==> src/rtl/alu_result_skid.sv <==
// alu_result_skid
//   Registered output stage for the bitwise ALU units. Each result is captured
//   under a valid/ready handshake, tagged with zero/negative flags, and held in a
//   two-entry skid buffer (head + skid). in_ready decodes registered state only,
//   so a stalled consumer never forms a ready-to-ready path back into the ALU.
//   A counter tracks the number of results handed to the consumer.
//
// Ports
//   clk, rst              : clock, synchronous active-high reset
//   in_valid/in_ready     : upstream handshake, in_y is the ALU result
//   out_valid/out_ready   : downstream handshake
//   out_y, out_zero,
//   out_neg               : head entry and its stored flags
//   res_count             : completed output handshakes, modulo 2^CNT_W
module alu_result_skid #(
  parameter int WIDTH = 32,
  parameter int CNT_W = 16
) (
  input  logic             clk,
  input  logic             rst,
  input  logic             in_valid,
  output logic             in_ready,
  input  logic [WIDTH-1:0] in_y,
  output logic             out_valid,
  input  logic             out_ready,
  output logic [WIDTH-1:0] out_y,
  output logic             out_zero,
  output logic             out_neg,
  output logic [CNT_W-1:0] res_count
);

  typedef enum logic [1:0] {EMPTY = 2'd0, ONE = 2'd1, FULL = 2'd2} state_t;

  state_t           state, state_nxt;
  logic [WIDTH-1:0] head_y, skid_y;
  logic             head_zero, head_neg, skid_zero, skid_neg;
  logic             accept, deliver;
  logic             head_load_in, head_load_skid, skid_load;

  function automatic logic flag_zero(input logic [WIDTH-1:0] v);
    return (v == '0);
  endfunction

  function automatic logic flag_neg(input logic [WIDTH-1:0] v);
    return v[WIDTH-1];
  endfunction

  assign in_ready  = (state != FULL) & ~rst;
  assign out_valid = (state != EMPTY);
  assign accept    = in_valid & in_ready;
  assign deliver   = out_valid & out_ready;

  assign out_y    = head_y;
  assign out_zero = head_zero;
  assign out_neg  = head_neg;

  always_comb begin
    state_nxt      = state;
    head_load_in   = 1'b0;
    head_load_skid = 1'b0;
    skid_load      = 1'b0;
    case (state)
      EMPTY: begin
        if (accept) begin
          head_load_in = 1'b1;
          state_nxt    = ONE;
        end
      end
      ONE: begin
        if (accept && deliver) begin
          head_load_in = 1'b1;
        end else if (accept) begin
          // Head is still owed to the consumer; park the new result.
          skid_load = 1'b1;
          state_nxt = FULL;
        end else if (deliver) begin
          state_nxt = EMPTY;
        end
      end
      FULL: begin
        if (deliver) begin
          head_load_skid = 1'b1;
          state_nxt      = ONE;
        end
      end
      default: state_nxt = EMPTY;
    endcase
  end

  always_ff @(posedge clk) begin
    if (rst) begin
      state     <= EMPTY;
      head_y    <= '0;
      head_zero <= 1'b0;
      head_neg  <= 1'b0;
      skid_y    <= '0;
      skid_zero <= 1'b0;
      skid_neg  <= 1'b0;
      res_count <= '0;
    end else begin
      state <= state_nxt;
      // Flags are computed once at write time and travel with the entry.
      if (head_load_in) begin
        head_y    <= in_y;
        head_zero <= flag_zero(in_y);
        head_neg  <= flag_neg(in_y);
      end else if (head_load_skid) begin
        head_y    <= skid_y;
        head_zero <= skid_zero;
        head_neg  <= skid_neg;
      end
      if (skid_load) begin
        skid_y    <= in_y;
        skid_zero <= flag_zero(in_y);
        skid_neg  <= flag_neg(in_y);
      end
      if (deliver) begin
        res_count <= res_count + 1'b1;
      end
    end
  end

endmodule
==> config.mk <==
export PLATFORM = sky130hd
export DESIGN_NAME = alu_result_skid
export DESIGN_NICKNAME = d
export VERILOG_FILES = /design/src/rtl/alu_result_skid.sv
export SDC_FILE = /design/constraint.sdc
export NUM_CORES = 1
export LEC_CHECK = 0
export ABC_CLOCK_PERIOD_IN_PS = 3100
export CORE_ASPECT_RATIO = 0.7
export CORE_MARGIN = 2
export CORE_UTILIZATION = 34
export CTS_CLUSTER_DIAMETER = 100
export CTS_CLUSTER_SIZE = 8
export DETAILED_ROUTE_END_ITERATION = 8
export SETUP_SLACK_MARGIN = 0.4
export SLEW_MARGIN = 20
export SYNTH_ARGS = -nofsm -noshare
export SYNTH_HDL_FRONTEND = slang
export SYNTH_SLANG_ARGS = --single-unit
==> constraint.sdc <==
create_clock -name clk -period 3.1 [get_ports clk]
set_input_delay 0.465 -clock clk [delete_from_list [all_inputs] [get_ports clk]]
set_output_delay 0.465 -clock clk [all_outputs]
set_load 0.02 [all_outputs]
==> reports/results.tsv <==
stage	metric	value	unit
pwr	total_power	2.435	mW
job	drv_cap	0	
clock_network	ctsResizeCount	0	
pwr	vdd_drop_max	0.0003365	V
pwr	clkPwrFrac	40.6	%
route	wl_met2	4085	um
clock_network	worstSkewPairLatency	0.34	ns
min_path	hold_path_class	flop to flop	
final_layout	multi_input_area	1674	um2
global_routing	overflow	0	
yosys	synth_nets	482	
min_path	hp-start	skid_y[28]	
route	drc	0	
placement	dp_slack	0.8380	ns
global_routing	antenna_found_initial	0	
worst_setup_path	reg2regPathDepth	5	
timing	setup_slack	0.9415	ns
status	run_status	finished, final reports clean	
timing	tightest_slew	0.6788	ns
worst_setup_path	cpPeakStageDelay	0.55	ns
worst_setup_path	r2r_setup_slack	1.20	ns
route	vias	3373	
clock_network	clock-sinks	84	
timing	timing_hold_violations_final	0	
yosys	syn_avg_cell_area	7.904	um2
clock_network	hold_buffers	0	
global_routing	grt_pass1_wl	15840	um
worst_setup_path	crit_buf_inv	1	
timing	setup_viol	0	
pwr	swShare	25.21	%
pwr	seq_power_share	47.1	%
worst_setup_path	slowest_stage	clkdlybuf4s50_1	
clock_network	h-tree-depth	3	
yosys	synthFlopType	dfxtp_1	
timing	slew_violations	0	
pwr	leakage	1.534	nW
timing	fmax	0.4633	GHz
clock_network	cts_root_buffer	clkbuf_16	
floorplanning	fp.coreArea	10200	um2
worst_setup_path	crit_path_end	in_ready	
min_path	hold_depth	2	
yosys	seq_area_frac_synth	47.81	%
placement	place_inst	636	
worst_setup_path	cp_max_fo	9	
final_layout	area_delta_synth_final	34.76	%
route	wl_per_cell	14.64	um
floorplanning	start_util	34.48	%
global_routing	grt_pass1_vias	3122	
route	first_iter_violations	239	
final_layout	n_antenna_cell	0	
final_layout	nNetsFinal	552	
floorplanning	io_pins	88	
yosys	synth_commonest_cells	104 x nand2_1, 84 x dfxtp_1, 49 x nor2_1	
yosys	yosys.cell_types.count	35	
timing	clock_skew	0.007929	ns
yosys	synthCells	445	
pwr	p_per_area	513.7	nW/um2
floorplanning	die_y	89.10	um
yosys	synth_area_leaders	dfxtp_1 48%, nand2_1 11%, a311oi_1 8.0%	
timing	grt_setup_unrepaired	false	
yosys	synth_top_area_share	47.81	%
yosys	yosys_warnings	0	
route	highest_layer	met4	
global_routing	track_usage	17.76	%
yosys	netlist_area	3517	um2
yosys	yosys.area.top_type	dfxtp_1	
route	totalWireLength	9543	um
yosys	ys_ff_latch	84	
floorplanning	rows	31	
worst_setup_path	worst_path_dominant_cell_family	buffers and inverters	
route	postRouteAntennaNets	0	
route	routed-wl-met3	758	um
placement	place.gp.congestion	0.8232	
timing	setup_tns	0	ns
yosys	synth-edff-count	0	
final_layout	seqCellArea	1682	um2
worst_setup_path	r2r-end	out_y[10]	
route	vias_per_cell	5.173	
worst_setup_path	start_kind	flop	
pwr	intPower	1.821	mW
clock_network	numCtsBuffers	9	
worst_setup_path	path_depth	3	
placement	port_buffers	87	
pwr	pwr-share-comb	12.3	%
worst_setup_path	r2r_start	state[0]	
floorplanning	die_w	125.6	um
timing	fin_crit_sh	69.63	%
floorplanning	design.die.area	11190	um2
clock_network	postCtsSetupBuffers	0	
yosys	synth.most_common_cell	nand2_1	
yosys	synth-async-reset-ratio	0	%
route	wl_met1	4597	um
timing	fin_crit	2.158	ns
final_layout	drive_gt1_share	6.154	%
placement	hpwlAfterDp	6323	um
final_layout	fillCellCount	993	
worst_setup_path	crit_chain	nor2b_2, nor2_1, clkdlybuf4s50_1	
final_layout	layout.cells.non_filler	652	
worst_setup_path	startpoint	state[1]	
worst_setup_path	worstSetupPathType	flop to primary output	
timing	holdWs	0.4560	ns
route	first_pass_iters	4	
pwr	power.net_switching	0.6139	mW
worst_setup_path	cp_data_required_time	2.63	ns
worst_setup_path	crit_arrival	1.69	ns
worst_setup_path	crit_path_end_kind	primary output	
timing	max_slew_margin	54.75	%
clock_network	cts_tree	yes	
clock_network	cts.clk_slew.worst_paths	0.06	ns
global_routing	grt_max_degree	67	
clock_network	clk_path_buf_depth	2	
## metrics by stage
stage          instance area [um2]  util, %
3_3_place_gp                  4468    43.80
3_5_place_dp                  4468    43.80
6_report                      4740    46.46
5_1_grt                       4740    46.46
2_1_floorplan                 3517        -
4_1_cts                       4740    46.46
## tightest hold or removal path, delay by kind of cell, from the launching register on
family / cells / cell delay [ns]
AND/OR/NAND/NOR: 1 / 0.05
AO/OA/AOI/OAI: 1 / 0.05
flip-flops: 1 / 0.31
## power groups by stage
stage	clock [mW]	sequential, mW	combinational [mW]
after CTS	1.01	1.15	0.301
final	0.988	1.15	0.300
after global routing	1.06	1.15	0.328
after detailed placement	0	1.17	0.300
after global placement	0	1.17	0.298
after floorplan	0	1.21	0.111
## state kept, by name (all words and copies together), names as in the netlist
| register | flops |
|---|---|
| out_y | 32 |
| out_zero | 1 |
| res_count | 16 |
| skid_y | 32 |
| skid_zero | 1 |
| state | 2 |
## cell families after synthesis
family,Yosys count,share of synthesized area (%)
xor+xnor,11,2.739
flops,84,47.81
fa+ha+maj,1,0.3557
compound gates,81,15.83
buf+inv,41,4.731
simple gates,225,27.96
mux,2,0.5692
## layout by cell type, fill, tap and decap left out, drive strengths merged, types with 4 or more instances in the layout
cell           synthesis  final
a21oi                 40     40
a311oi                32     32
buf                   13     12
clkbuf                25     12
clkdlybuf4s50          0     85
dfxtp                 84     84
nand2                104    104
nand3                 36     36
nand4                  5      5
nor2                  49     49
nor3                   4      4
nor4                  11     11
or3                    4      4
xnor2                  8      8
## routing by layer
layer  up-vias  global-route usage, %
li1       1686                      -
met1      1560                  24.22
met2       119                  26.93
met3         8                  5.805
met4         0                  5.556
met5         -                      0
## final cells by class
class	instances	share of cell area, %
repair buffers	97	19.75
flip-flops and latches	84	35.48
multi-input cells	320	35.32
well taps	132	3.485
clock buffers	12	5.201
inverters	3	0.2376
clock inverters	4	0.5280
## worst min-delay path by stage
stage | to
after CTS | skid_y[21]
final | skid_y[28]
after floorplan | skid_y[0]
after global placement | skid_y[15]
after detailed placement | skid_y[21]
after global routing | skid_y[4]
Power figures use the tool's default switching activity.
